### config.mk
export PLATFORM = sky130hd
export DESIGN_NAME = neg_gated_mac
export DESIGN_NICKNAME = d
export VERILOG_FILES = /design/src/rtl/neg_mac_pkg.sv /design/src/rtl/neg_gated_mac_sat_add.sv /design/src/rtl/neg_gated_mac.sv
export SDC_FILE = /design/constraint.sdc
export NUM_CORES = 1
export LEC_CHECK = 0
export BUFFER_PORTS_ARGS = -buffer_cell sky130_fd_sc_hd__buf_2
export CELL_PAD_IN_SITES_DETAIL_PLACEMENT = 1
export CELL_PAD_IN_SITES_GLOBAL_PLACEMENT = 1
export CORE_UTILIZATION = 45
export DETAILED_ROUTE_END_ITERATION = 12
export GPL_TIMING_DRIVEN = 0
export HOLD_SLACK_MARGIN = 0.12
export PLACE_DENSITY_LB_ADDON = 0.1
export SLEW_MARGIN = 20
export SYNTH_ARGS = -nofsm -noshare
export SYNTH_HDL_FRONTEND = slang
export SYNTH_SLANG_ARGS = --single-unit
### constraint.sdc
create_clock -name i_clk -period 9.5 [get_ports i_clk]
set_input_delay 0.475 -clock i_clk [delete_from_list [all_inputs] [get_ports i_clk]]
set_output_delay 0.475 -clock i_clk [all_outputs]
set_load 0.05 [all_outputs]
### src/rtl/neg_mac_pkg.sv
// Shared types and helpers for the zero/negligence-gated MAC stage.
package neg_mac_pkg;

    localparam int MAX_W = 128;

    typedef struct packed {
        logic v;
        logic skip;
        logic last;
    } s1_ctrl_t;

    typedef struct packed {
        logic [MAX_W-1:0] max;
        logic [MAX_W-1:0] min;
    } bounds_t;

    // Signed saturation limits for a w-bit value, held in the low w bits.
    function automatic bounds_t sat_bounds(input int w);
        bounds_t b;
        b.max = (MAX_W'(1) << (w - 1)) - MAX_W'(1);
        b.min = ~b.max;
        return b;
    endfunction

endpackage

### src/rtl/neg_gated_mac_sat_add.sv
// Combinational signed saturating adder with overflow indication.
module neg_gated_mac_sat_add
    import neg_mac_pkg::*;
#(
    parameter int W = 40
) (
    input  logic signed [W-1:0] a,
    input  logic signed [W-1:0] b,
    output logic signed [W-1:0] sum,
    output logic                ovf
);

    localparam bounds_t BND = sat_bounds(W);

    logic signed [W-1:0] raw;

    // Overflow only when both operands share a sign the wrapped sum lost.
    always_comb begin
        raw = a + b;
        ovf = (a[W-1] == b[W-1]) && (raw[W-1] != a[W-1]);
        if (ovf) begin
            sum = a[W-1] ? BND.min[W-1:0] : BND.max[W-1:0];
        end else begin
            sum = raw;
        end
    end

endmodule

### src/rtl/neg_gated_mac.sv
// Two-stage MAC that skips flagged pairs, saturates the accumulator and
// hands finished sums to drain logic over a valid/ready handshake.
module neg_gated_mac
    import neg_mac_pkg::*;
#(
    parameter int IA_W  = 16,
    parameter int IB_W  = 16,
    parameter int OC_W  = 40,
    parameter int CNT_W = 16
) (
    input  logic             i_clk,
    input  logic             i_rst,
    input  logic [IA_W-1:0]  i_a,
    input  logic [IB_W-1:0]  i_b,
    input  logic             i_zero_det,
    input  logic             i_valid,
    input  logic             i_last,
    output logic             o_ready,
    output logic [OC_W-1:0]  o_res,
    output logic             o_res_sat,
    output logic             o_res_valid,
    input  logic             i_res_ready,
    input  logic             i_cnt_clear,
    output logic [CNT_W-1:0] o_skip_cnt,
    output logic [CNT_W-1:0] o_op_cnt
);

    s1_ctrl_t                    ctrl1;
    logic [IA_W-1:0]             a1;
    logic [IB_W-1:0]             b1;
    logic signed [OC_W-1:0]      acc;
    logic                        sat_acc;
    logic                        stall;
    logic                        accept;
    logic                        consume;
    logic signed [IA_W+IB_W-1:0] prod_raw;
    logic signed [OC_W-1:0]      prod;
    logic signed [OC_W-1:0]      sum;
    logic                        ovf;

    // Only a finished sum blocked by a full output slot can stall the pipe.
    assign stall    = ctrl1.v && ctrl1.last && o_res_valid && !i_res_ready;
    assign o_ready  = !stall;
    assign accept   = i_valid && o_ready;
    assign consume  = ctrl1.v && !stall;
    assign prod_raw = $signed(a1) * $signed(b1);
    assign prod     = ctrl1.skip ? {OC_W{1'b0}} : OC_W'(prod_raw);

    neg_gated_mac_sat_add #(.W(OC_W)) u_sat_add (
        .a   (acc),
        .b   (prod),
        .sum (sum),
        .ovf (ovf)
    );

    // Stage 1: operands only load for unflagged pairs so the multiplier stays quiet.
    always_ff @(posedge i_clk or posedge i_rst) begin
        if (i_rst) begin
            ctrl1 <= s1_ctrl_t'(3'b000);
            a1    <= {IA_W{1'b0}};
            b1    <= {IB_W{1'b0}};
        end else if (!stall) begin
            if (accept) begin
                ctrl1 <= '{v: 1'b1, skip: i_zero_det, last: i_last};
                if (!i_zero_det) begin
                    a1 <= i_a;
                    b1 <= i_b;
                end
            end else begin
                ctrl1.v <= 1'b0;
            end
        end
    end

    // Stage 2: accumulate, and on the last term publish the sum and restart.
    always_ff @(posedge i_clk or posedge i_rst) begin
        if (i_rst) begin
            acc         <= {OC_W{1'b0}};
            sat_acc     <= 1'b0;
            o_res       <= {OC_W{1'b0}};
            o_res_sat   <= 1'b0;
            o_res_valid <= 1'b0;
        end else if (consume && ctrl1.last) begin
            o_res       <= sum;
            o_res_sat   <= sat_acc | ovf;
            o_res_valid <= 1'b1;
            acc         <= {OC_W{1'b0}};
            sat_acc     <= 1'b0;
        end else begin
            if (consume) begin
                acc     <= sum;
                sat_acc <= sat_acc | ovf;
            end
            if (o_res_valid && i_res_ready) begin
                o_res_valid <= 1'b0;
            end
        end
    end

    // Statistics: clear beats increment; both counters stick at all-ones.
    always_ff @(posedge i_clk or posedge i_rst) begin
        if (i_rst) begin
            o_skip_cnt <= {CNT_W{1'b0}};
            o_op_cnt   <= {CNT_W{1'b0}};
        end else if (i_cnt_clear) begin
            o_skip_cnt <= {CNT_W{1'b0}};
            o_op_cnt   <= {CNT_W{1'b0}};
        end else if (consume) begin
            if (ctrl1.skip) begin
                if (o_skip_cnt != {CNT_W{1'b1}}) begin
                    o_skip_cnt <= o_skip_cnt + {{(CNT_W-1){1'b0}}, 1'b1};
                end
            end else begin
                if (o_op_cnt != {CNT_W{1'b1}}) begin
                    o_op_cnt <= o_op_cnt + {{(CNT_W-1){1'b0}}, 1'b1};
                end
            end
        end
    end

endmodule

---- Yosys cells after proc, flatten, opt, wreduce, memory -nomap -nowiden ----
Index checks and enable logic that the tools add are counted.
storage, ports and cells
  output and inout port bits .............. 75
  bits in registers ....................... 150
cells by class
  reductions and logical operators ........ 20
  muxes and demuxes ....................... 18
  $mul .................................... 1
  equal/unequal tests ..................... 5
  add/subtract/negate cells ............... 3
  bitwise logic cells ..................... 3
operators by type and width
  operator                                        number
  2-to-1 mux 40 bit                               5
  2-to-1 mux 16 bit                               8
  adder 40 bit                                    1
  adder 16 x 1 -> 16 bit (second input constant)  2
  multiplier 16 x 16 -> 32 bit                    1
  != test 16 bit (second input constant)          2
  nonzero test 2 bit                              6
  AND reduction 3 bit                             3
  logical AND 1 bit                               8
  2-to-1 mux 1 bit                                5
  zero test 1 bit                                 2
  != test 2 bit (second input constant)           1
  NOT 1 bit                                       2
  AND reduction 2 bit                             1
  == test 1 bit                                   1
  != test 1 bit                                   1
  bitwise OR 1 bit                                1

---- Depth between registers and ports, before layout ----
  word-level depth ........................ 8
  gate-level depth with buffers ........... 38
  gate-level depth less buffers ........... 35

---- By module ----
Synthesis repeated with hierarchy kept, for this count alone.
second synthesis, totals
  cell total of the unflattened synthesis .. 1927
  area total of the unflattened synthesis .. 18397.6 um2
modules (own cells, without submodules)
  module                 area an instance (um2)  cells an instance  seq. area each (um2)  times used
  neg_gated_mac          15965.3                 1581               3753.6                1
  neg_gated_mac_sat_add  2432.3                  346                0.0                   1

---- Least setup slack after synthesis ----
Ideal clock, no wire load.
  path type ............................... register to register
  start point ............................. register b1[7]
  end point ............................... register o_res[38]
  arrival time ............................ 8.014 ns
  library setup time ...................... 0.124 ns
  clock period less this slack ............ 8.138 ns
  setup slack ............................. 1.362 ns
  stages on the path, launching flop included .. 36
  cells stage by stage .................... dfrtp_1 > clkbuf_1 > clkbuf_1 > nand2_1 > fa_1 > inv_1 > fa_1 > inv_1 > fa_1 > inv_1 > fa_1 > fa_1 > inv_1 > fa_1 > inv_1 > ha_1 > a21oi_1 > nor2b_1 > a21oi_1 > a31oi_1 > o21bai_1 > a21oi_1 > nand3b_1 > a31oi_1 > xnor2_1 > nor2b_1 > ha_1 > nand2_1 > or3_1 > a211oi_1 > nor2b_2 > a21oi_1 > a311o_1 > mux2i_1 > o221ai_1 > a211o_1
between the ends
  cells in the longest elaborated chain, start to end .. 6
  elaborated cells between the ends (all ways) .. 7
  those cells by class .................... add/sub: 1; mul: 1; eq/ne: 2; mux: 2; reduce/logical: 1
ends and longest elaborated chain
  item                            line                         RTL
  start: declaration              neg_gated_mac.sv:30          logic [IB_W-1:0] b1;
  start signal: assignment        neg_gated_mac.sv:61          b1 <= {IB_W{1'b0}};
  start signal: assignment        neg_gated_mac.sv:67          b1 <= i_b;
  multiplier 16 x 16 -> 32 bit *  neg_gated_mac.sv:46          assign prod_raw = $signed(a1) * $signed(b1);
  2-to-1 mux 40 bit *             neg_gated_mac.sv:47          assign prod = ctrl1.skip ? {OC_W{1'b0}} : OC_W'(prod_raw);
  adder 40 bit                    neg_gated_mac_sat_add.sv:19  raw = a + b;
  != test 1 bit                   neg_gated_mac_sat_add.sv:20  ovf = (a[W-1] == b[W-1]) && (raw[W-1] != a[W-1]);
  logical AND 1 bit               neg_gated_mac_sat_add.sv:20
  2-to-1 mux 40 bit *             neg_gated_mac_sat_add.sv:21  if (ovf) begin
  end signal: assignment          neg_gated_mac.sv:80          o_res <= {OC_W{1'b0}};
  end signal: assignment          neg_gated_mac.sv:84          o_res <= sum;
  end: declaration                neg_gated_mac.sv:19          output logic [OC_W-1:0] o_res,
Every way passes the cells marked *; elsewhere a longest branch is shown, timed or not.
A chain may end at the register's enable or synchronous reset.

---- Worst setup path in the final report ----
  start point ............................. register a1[9]
  end point ............................... register o_res[38]
between the ends
  cells in the longest elaborated chain, start to end .. 6
  elaborated cells between the ends (all ways) .. 7
  those cells by class .................... add/sub: 1; mul: 1; eq/ne: 2; mux: 2; reduce/logical: 1
ends and longest elaborated chain
  item                            line                         RTL
  start: declaration              neg_gated_mac.sv:29          logic [IA_W-1:0] a1;
  start signal: assignment        neg_gated_mac.sv:60          a1 <= {IA_W{1'b0}};
  start signal: assignment        neg_gated_mac.sv:66          a1 <= i_a;
  multiplier 16 x 16 -> 32 bit *  neg_gated_mac.sv:46
  2-to-1 mux 40 bit *             neg_gated_mac.sv:47
  adder 40 bit                    neg_gated_mac_sat_add.sv:19
  != test 1 bit                   neg_gated_mac_sat_add.sv:20
  logical AND 1 bit               neg_gated_mac_sat_add.sv:20
  2-to-1 mux 40 bit *             neg_gated_mac_sat_add.sv:21
Marked as above.

==> results.txt <==
* Placer Congestion: between 0.9 and 1
- In this run the worst path has a maximum fanout of 10.
- Mean Syn Cell Area: ~9.2 um2
- The worst register-to-register path has a setup slack of 480 ps.
- The net count of the finished layout is about 2,500.
- By instance count, the cell type seen most on the critical path is sky130_fd_sc_hd__fa_1.
- Horizontal extent of the die: about 200 um
- TritonCTS built the clock tree.
- The core region is approximately 0.04 mm2.
- The die is just over 200 um tall.
- STA classifies the critical path startpoint as a register.
- CTS Root Cell: sky130_fd_sc_hd__clkbuf_16
- The H-tree generated during clock tree synthesis spans 4 levels.
- Worst path required time: 9870 ps
* Number of port buffers: between 100 and 150
- For this run, the leading register cell type out of synthesis is sky130_fd_sc_hd__dfrtp_1.
* Starting Density: 0.457
* Final period demand of the worst path: approximately 9000 ps
- Entering global routing, the biggest net connects 93 pins.
- The floorplan step defined a die boundary enclosing 0.0412 mm2.
* GR Util All Layers: 0.273
* RSZ-0062 raised after global routing: false
- Nets in the synthesized netlist: 2,396
* Post-synthesis adder-cell area fraction: 0.374
- For this run, design rule violations remaining after detail routing come to 0.
* Worst reg2reg path endpoint: o_res[38]
- After detailed routing, the total wire length is around 53,000 um.
* Skew-Pair Late Insertion Delay: approximately 490 ps
- Synthesis produced a netlist whose cell count is around 2,000.
* Area fraction in compound gates after synthesis: 0.109
- The number of antenna violations at the first check in global routing was 3.
* Number of max-cap violations: 0
- Post-synthesis cell area: roughly 0.018 mm2
- For this run, the register share of the synthesized area comes to 0.206.
- Yosys warnings: 0
- Via-to-Cell Ratio: between 5 and 6
- No sink is reached through more buffers than the 2 on the longest clock path.
- TritonCTS buffer count: 17
- Final hold violations: 0
- Setup violations remaining at the end of the flow were counted as 0.
- For the pin with the worst max-slew slack, the measured transition is around 930 ps.
* Simple logic cell fraction of the synthesized area: 0.156
* Non-filler cells, final: ~2,600
- Buffers & Inverters on Critical Path: 4
* Share of async-settable or async-resettable flops after synthesis: 1.00
* Endpoint of the worst hold path: ctrl1[2]
* Dominant combinational cell family by area after synthesis: adder cells
- The clock arrives with around 19 ps of skew.
- ~110 I/O pins were placed.
- Slew Limit Fails: 0
- Of the total synthesized cell area, the portion taken by XOR and XNOR cells is 0.0462.
- The share of synthesized area in the top cell type comes to 0.289.
- Post-detailed-placement half-perimeter wirelength: ~43,000 um
- Instance count after placement with tap cells included: roughly 2,600
- In this run the most critical hold path is launched from i_valid.
- The flow ran to the end, and the final reports show no timing, DRC or antenna violations.
* Number of library cell types mapped by synthesis: 72
- The first global-routing pass estimated around 86,000 um of wire.
- After routing, the total negative slack on setup checks comes to 0 ps.
- Counting instances, the worst hold path has a depth of 2.
* Dominant cell by count in the synthesized netlist: sky130_fd_sc_hd__inv_1
- Endpoint kind of the worst setup timing path: register
- Critical Path AT: roughly 9400 ps
* Rel. slew slack: 0.382
- Cell type contributing the most total cell area after synthesis: sky130_fd_sc_hd__fa_1
* Synth-to-Final Area Change: 11.2%
- Min-Delay Path Class: in2reg
- Critical path's top delay family: adder cells
* Standard cell with the maximum stage delay on the critical path: sky130_fd_sc_hd__dfrtp_1
- First element of the critical path: a1[9]
* GR Overflow Total: 0
- For this run, the top clock speed supported by timing is 0.111 GHz.
* Top cells by area, synth: sky130_fd_sc_hd__fa_1, sky130_fd_sc_hd__dfrtp_1, sky130_fd_sc_hd__ha_1
* Reg clk slew, reported paths: ~70 ps
- Cell row count: 73
- DR pass1 iterations: 5
- The detailed router placed roughly 14,000 vias in this run.
- The detail route stage leaves a number of antenna-violating nets equal to 0.
- The via count of the first global-routing pass came to approximately 16,000.
* Max stage delay on crit path: about 580 ps
- Clock tree synthesis found a total of 150 sinks.
- Proportion of synthesized area in mux cells: 0.0241
* Post-DR wirelength/cell: roughly 20 um
- Depth of the worst register-to-register path: 32
* Number of synthesized flops with an enable pin: 0
* Post-synthesis register bit count: 150
- Post-synth top cells: sky130_fd_sc_hd__inv_1, sky130_fd_sc_hd__fa_1, sky130_fd_sc_hd__nand2_1
- After the first detailed-routing iteration, the DRC count stood at 533.
* Period utilization: 0.950
- The worst register-to-register path begins at a1[9].
- The worst setup path is of the reg2reg kind.
- In the final layout, the share of cells above drive strength 1 is 0.142.
==> registers in the layout, indices dropped and copies added, names as in the netlist <==
signal	cells
acc	40
o_res	40
a1	16
b1	16
o_op_cnt	16
o_skip_cnt	16
ctrl1	3
o_res_sat	1
o_res_valid	1
sat_acc	1
==> worst max-delay path by stage <==
stage           endpoint  slack, ps  depth (start not counted)
2_1_floorplan  o_res[38]       1360                         35
3_3_place_gp   o_res[38]       -180                         35
3_5_place_dp   o_res[38]       -380                         31
4_1_cts        o_res[38]         90                         31
5_1_grt          acc[29]          3                         36
6_report       o_res[38]        480                         32
==> routing by layer <==
metal / GRT usage / wire length [um]
met1: 0.357 / 22900
met2: 0.466 / 26700
met3: 0.0440 / 1840
met4: 0.0814 / 1180
met5: 0 / 0
==> worst reg2reg max path, delay by kind of cell (launching register included) <==
kind	cells	cell delay [ps]
xor gates and xnor gates	1	170
and+or+nand+nor	9	1550
AOI/OAI and AO/OA	9	2050
DFF	1	580
buffers and inverters	4	550
adders and majority gates	8	3790
muxes	1	200
==> per-stage QoR <==
stage               setup slack [ps]  hold slack, ps  cell area (um2)  utilization
finish                           479             202            20200        0.508
global route                    3.01             200            20200        0.508
CTS                             94.0             176            20100        0.505
detailed placement              -379             460            19500        0.488
global placement                -182             449            19400        0.488
floorplan                       1360             456            18200            -
==> final cells by class <==
| cell class | count | area, um2 |
|---|---|---|
| fillers | 4671 | 19600 |
| diodes | 1 | 2.50 |
| flip-flops and latches | 150 | 3770 |
| plain buffers | 76 | 385 |
| clock buffers | 20 | 457 |
| well taps | 525 | 657 |
| multi-input cells | 1429 | 13000 |
| repair buffers | 121 | 651 |
| clock inverters | 12 | 165 |
| inverters | 313 | 1180 |
==> cell usage in the layout (no fill, tap or decap), types with 6 or more instances in the layout <==
master                      instances
sky130_fd_sc_hd__a211oi_1           7
sky130_fd_sc_hd__a21o_1            23
sky130_fd_sc_hd__a21oi_1           62
sky130_fd_sc_hd__a21oi_2           33
sky130_fd_sc_hd__a22o_1             6
sky130_fd_sc_hd__a31oi_1           10
sky130_fd_sc_hd__and2_1           122
sky130_fd_sc_hd__and3_1             7
sky130_fd_sc_hd__buf_2            122
sky130_fd_sc_hd__buf_4              9
sky130_fd_sc_hd__buf_6              6
sky130_fd_sc_hd__clkbuf_1          37
sky130_fd_sc_hd__clkbuf_16         17
sky130_fd_sc_hd__clkbuf_2          13
sky130_fd_sc_hd__dfrtp_1          136
sky130_fd_sc_hd__dfrtp_2           14
sky130_fd_sc_hd__fa_1             261
sky130_fd_sc_hd__ha_1             123
sky130_fd_sc_hd__inv_1            312
sky130_fd_sc_hd__mux2_2            35
sky130_fd_sc_hd__nand2_1          253
sky130_fd_sc_hd__nand2b_1          15
sky130_fd_sc_hd__nand3_1           27
sky130_fd_sc_hd__nand4_1           13
sky130_fd_sc_hd__nor2_1           100
sky130_fd_sc_hd__nor2b_1           12
sky130_fd_sc_hd__nor3_1            18
sky130_fd_sc_hd__o21a_1             7
sky130_fd_sc_hd__o21ai_0           46
sky130_fd_sc_hd__o21ai_1           65
sky130_fd_sc_hd__o21bai_1          10
sky130_fd_sc_hd__or3_1              8
sky130_fd_sc_hd__xnor2_1           52
sky130_fd_sc_hd__xor2_1            44
==> logic make-up (layout without fill, tap and decap cells) <==
kind of cell	after synthesis	in the layout
AO/OA/AOI/OAI	310	310
multiplexers	39	39
flip-flops	150	150
AND/OR/NAND/NOR	598	598
other	0	1
XOR/XNOR	96	96
buffers and inverters	392	542
adder cells (fa/ha/maj)	386	386
==> what timing repair did <==
item	4_1_cts	5_1_grt
gates cloned	0	0
gates resized for setup	19	59
setup buffers	0	7
endpoints found under the hold margin	58	0
pin swaps	0	5
endpoints found under the setup margin	79	82
hold buffers	1	0
Power is not shown: default switching activity piles up to over one toggle a cycle in this logic, so the estimate is an artifact.
